==> src/rtl/instr_fetch.sv <==
// Instruction fetch stage: owns the PC, reads words over a req/ack memory bus and
// hands them to the decoder with a DOR / ack_from_next handshake; supports redirects.
module instr_fetch #(
   parameter logic [31:0] RESET_PC = 32'h0000_0000,
   parameter logic [31:0] PC_STEP  = 32'd4
) (
   input  logic        clk,
   input  logic        reset,
   output logic        mem_req,
   output logic [31:0] mem_addr,
   input  logic        mem_ack,
   input  logic [31:0] mem_data,
   output logic        DOR,
   input  logic        ack_from_next,
   output logic [31:0] data_out,
   input  logic        pc_load,
   input  logic [31:0] pc_load_value,
   output logic [31:0] pc_out,
   output logic [31:0] fetch_count
);

   typedef enum logic [1:0] {IDLE, REQ, PRESENT, RELEASE} state_t;

   state_t      state_q, state_d;
   logic [31:0] pc_q, pc_d;
   logic [31:0] data_q, data_d;
   logic [31:0] cnt_q, cnt_d;
   logic [31:0] pend_val_q, pend_val_d;
   logic        mem_req_q, mem_req_d;
   logic        dor_q, dor_d;
   logic        pend_q, pend_d;
   logic        discard_q, discard_d;

   always_ff @(posedge clk or posedge reset) begin
      if (reset) begin
         state_q    <= IDLE;
         pc_q       <= RESET_PC;
         data_q     <= '0;
         cnt_q      <= '0;
         pend_val_q <= '0;
         mem_req_q  <= 1'b0;
         dor_q      <= 1'b0;
         pend_q     <= 1'b0;
         discard_q  <= 1'b0;
      end else begin
         state_q    <= state_d;
         pc_q       <= pc_d;
         data_q     <= data_d;
         cnt_q      <= cnt_d;
         pend_val_q <= pend_val_d;
         mem_req_q  <= mem_req_d;
         dor_q      <= dor_d;
         pend_q     <= pend_d;
         discard_q  <= discard_d;
      end
   end

   always_comb begin
      state_d    = state_q;
      pc_d       = pc_q;
      data_d     = data_q;
      cnt_d      = cnt_q;
      pend_val_d = pend_val_q;
      mem_req_d  = mem_req_q;
      dor_d      = dor_q;
      pend_d     = pend_q;
      discard_d  = discard_q;
      unique case (state_q)
         IDLE: begin
            if (pc_load) pc_d = pc_load_value;
            mem_req_d = 1'b1;
            state_d   = REQ;
         end
         REQ: begin
            if (mem_ack) begin
               mem_req_d = 1'b0;
               pend_d    = 1'b0;
               discard_d = 1'b0;
               // A redirect racing the ack, or one seen earlier, drops the returned word.
               if (pc_load) begin
                  pc_d    = pc_load_value;
                  state_d = IDLE;
               end else if (discard_q) begin
                  pc_d    = pend_val_q;
                  state_d = IDLE;
               end else begin
                  data_d  = mem_data;
                  dor_d   = 1'b1;
                  state_d = PRESENT;
               end
            end else if (pc_load) begin
               pend_val_d = pc_load_value;
               pend_d     = 1'b1;
               discard_d  = 1'b1;
            end
         end
         PRESENT: begin
            if (pc_load) begin
               pend_val_d = pc_load_value;
               pend_d     = 1'b1;
            end
            if (ack_from_next) begin
               dor_d   = 1'b0;
               cnt_d   = cnt_q + 32'd1;
               pend_d  = 1'b0;
               state_d = RELEASE;
               if (pc_load)     pc_d = pc_load_value;
               else if (pend_q) pc_d = pend_val_q;
               else             pc_d = pc_q + PC_STEP;
            end
         end
         RELEASE: begin
            if (pc_load) begin
               pc_d   = pc_load_value;
               pend_d = 1'b0;
            end
            // Decoder holds ack as a level; wait for it to drop before fetching again.
            if (!ack_from_next) begin
               mem_req_d = 1'b1;
               state_d   = REQ;
            end
         end
         default: state_d = IDLE;
      endcase
   end

   assign mem_req     = mem_req_q;
   assign mem_addr    = pc_q;
   assign DOR         = dor_q;
   assign data_out    = data_q;
   assign pc_out      = pc_q;
   assign fetch_count = cnt_q;

endmodule

==> config.mk <==
export PLATFORM = sky130hd
export DESIGN_NAME = instr_fetch
export DESIGN_NICKNAME = d
export VERILOG_FILES = /design/src/rtl/instr_fetch.sv
export SDC_FILE = /design/constraint.sdc
export NUM_CORES = 1
export LEC_CHECK = 0
export CAP_MARGIN = 20
export CORE_MARGIN = 3
export CORE_UTILIZATION = 50
export DETAILED_ROUTE_END_ITERATION = 6
export PLACE_DENSITY = 0.82
export REMOVE_ABC_BUFFERS = 1
export SYNTH_ARGS = -nofsm -noshare
export SYNTH_HDL_FRONTEND = slang
export SYNTH_SLANG_ARGS = --single-unit
==> constraint.sdc <==
create_clock -name clk -period 5.9 [get_ports clk]
set_input_delay 0.59 -clock clk [delete_from_list [all_inputs] [get_ports clk]]
set_output_delay 0.59 -clock clk [all_outputs]
set_load 0.01 [all_outputs]
==> results_dict.tcl <==
set metrics [dict create \
    avgRoutedWirePerCell_um 18.9 \
    cts_made_buffers 17 \
    fin_tns_setup_ns 0 \
    synth.area.mux_share_pct 12.8 \
    die_width_um 129 \
    drive_gt1_share_pct 13.5 \
    cts_resized 0 \
    synthCells 763 \
    antenna-diode-count 0 \
    insertion_delay_ns 0.42 \
    start_kind "flip-flop" \
    gp_congestion 0.881 \
    hp-class "reg2reg" \
    synth_most_common_cell "dfrtp_1" \
    stdcell_count 1110 \
    rsz0062_at_grt "false" \
    vias 6639 \
    synthXorXnorAreaFrac_pct 4.64 \
    grt_overflow 0 \
    synthTopCellsByCount "134 x dfrtp_1, 76 x mux2_2, 69 x nand2_1" \
    dp_hpwl_um 14200 \
    timing.critical_path.mode_cell "a21oi_1" \
    yosysSeqAreaShare_pct 44.4 \
    post_cts_buffers 0 \
    core_area_um2 14600 \
    area_growth_pct 32.8 \
    grt_max_degree 78 \
    crit_arrival_ns 3.84 \
    hold_violations 0 \
    setup_viol 0 \
    irDropWorstVdd_mv 0.371 \
    start_util_pct 51.6 \
    first_iter_violations 724 \
    synth_top_family_by_area "compound AO/OA/AOI/OAI gates" \
    row_count 44 \
    port_buffers 198 \
    cts_buffer_depth 2 \
    synth_edf_count 0 \
    dieArea_um2 16600 \
    maxCapViolCount 0 \
    cts_tree "built" \
    fin_crit_sh_pct 60.0 \
    grt_pass1_wl_um 34000 \
    synthAdderAreaFrac_pct 1.16 \
    crit_path_top_delay_cell "nand2_1" \
    finalWirelength_um 21000 \
    clkTransAtPathRegs_ns 0.06 \
    root_buffer "clkbuf_16" \
    ys_async_sr_fraction_pct 100 \
    die_y_um 129 \
    endpoint_kind "flip-flop" \
    outcome "complete, no violations" \
    io_pins 199 \
    worst_clock_skew_ns 0.0115 \
    ctsHoldBuffers 0 \
    synth-simple-area-share_pct 13.8 \
    grt_pass1_vias 6667 \
    fin_crit_ns 3.54 \
    drc 0 \
    grt_usage_pct 25.5 \
    yosys.area.top_type "dfrtp_1" \
    crit_required_ns 6.20 \
    synth_cell_types 61 \
    ys_seq_elements 134 \
    p_per_area_nw_per_um2 518 \
    via_per_inst 5.98 \
    p_leak_nw 4.09 \
    timing.fmax_mhz 282 \
    nets 989 \
    criticalPathCategory "reg2reg" \
    place_inst 1078 \
    tightest_slew_ns 0.968 \
    yosys_warnings 0 \
    path_cells "inv_1 > ha_1 > nor2b_1 > a21oi_1 > nand2_1 > a21oi_1 > mux2_2" \
    syn_area_per_cell_um2 9.89 \
    fin_util_pct 68.5 \
    slew_headroom_pct 35.2 \
    cp_max_fo 23 \
    synthFlopType "dfrtp_1" \
    synth_area_um2 7550 \
    synth_compound_area_share_pct 16.5 \
    report.final.slew_viol_count 0 \
    first_pass_iters 5 \
    ant_nets 0 \
    antenna_found_initial 0 \
    cts.sinks 134 \
    cpPeakStageDelay_ns 0.77 \
    htree_levels 4 \
    synth_top_area_share_pct 44.4 \
    synth_area_leaders "dfrtp_1 44%, mux2_2 11%, nand2_1 3.4%" \
]
-- routing by layer --
layer	global-route usage [%]	wire (um)	vias to the layer above	share of wire [%]
met5	0	0	-	0
met4	9.57	406	0	1.9
met3	6.23	1790	37	8.5
met2	41.4	10400	326	50
met1	33.1	8390	3211	40
li1	-	-	3065	-
-- cell type report --
type / instances / area (um2)
inverters: 24 / 95.1
repair buffers: 206 / 2040
multi-input cells: 530 / 3710
clock inverters: 14 / 175
fillers: 1131 / 4620
well taps: 184 / 230
flip-flops and latches: 134 / 3350
clock buffers: 18 / 429
-- sequential cells by signal, summed over array words and instances, names as in the netlist --
name and count:
state_q 2, discard_q 1, pend_val_q 32, mem_req 1, pend_q 1, mem_addr 32, DOR 1, fetch_count 32
data_out 32
-- through the flow --
step	setup WS [ns]	hold slack (ns)	power, mW	instance area, um2
CTS	2.40	0.473	5.20	10000
finish	2.36	0.469	5.19	10000
detailed placement	2.34	0.463	4.09	9420
global route	2.03	0.481	5.51	10000
floorplan	1.73	0.472	2.92	7140
global placement	2.49	0.461	4.02	9420
-- critical path, delay by kind of cell (launching register included) --
kind / cells / cell delay [ns]
compound gates: 2 / 1.07
simple gates: 2 / 1.02
fa+ha+maj: 1 / 0.44
flops: 1 / 0.43
mux: 1 / 0.37
buf+inv: 1 / 0.10
-- kinds of logic after synthesis --
kind of cell	after synthesis
AND/OR/NAND/NOR	212
adder cells (fa/ha/maj)	7
AO/OA/AOI/OAI	184
buffers and inverters	99
XOR/XNOR	40
flip-flops	134
multiplexers	87
-- path summary, 6_finish.rpt --
check	startpoint	to	slack, ns	cells after the start
max in group asynchronous	reset	pend_val_q[12]$_DFFE_PP0P_	4.02	3
worst min register to register	fetch_count[31]$_DFFE_PP0P_	fetch_count[31]$_DFFE_PP0P_	0.47	1
worst max-delay path	state_q[0]$_DFFE_PP0P_	mem_addr[0]$_DFFE_PP0P_	2.36	7
min in group asynchronous	reset	data_out[30]$_DFFE_PP0P_	0.66	2
worst max register to register	state_q[0]$_DFFE_PP0P_	mem_addr[0]$_DFFE_PP0P_	2.36	7
worst min-delay path	fetch_count[31]$_DFFE_PP0P_	fetch_count[31]$_DFFE_PP0P_	0.47	1
-- cells in the final DEF (no fill, tap or decap), drive strengths merged, types with 4 or more instances in the layout --
cell	instances
a21o	5
xor2	15
clkinv	8
dfrtp	134
a211oi	4
nand3	22
xnor2	25
o221ai	6
mux2	76
or3	5
o22ai	9
and2	9
o21ai	50
nand4	15
a22oi	14
nor3	12
clkbuf	18
and4	7
inv	24
nor2b	5
ha	7
mux2i	11
a21oi	29
nand2	69
nor4	5
a22o	5
buf	9
and3	9
a311oi	4
clkdlybuf4s50	197
nor2	42
a31oi	9
a221oi	11
-- where the power goes --
part | switching (mW) | leakage (nW) | internal, mW
logic | 1.18 | 2.14 | 1.27
clock network | 0.416 | 0.287 | 0.668
registers | 0.374 | 1.66 | 1.29
total | 1.97 | 4.09 | 3.22
Power figures use the tool's default switching activity.
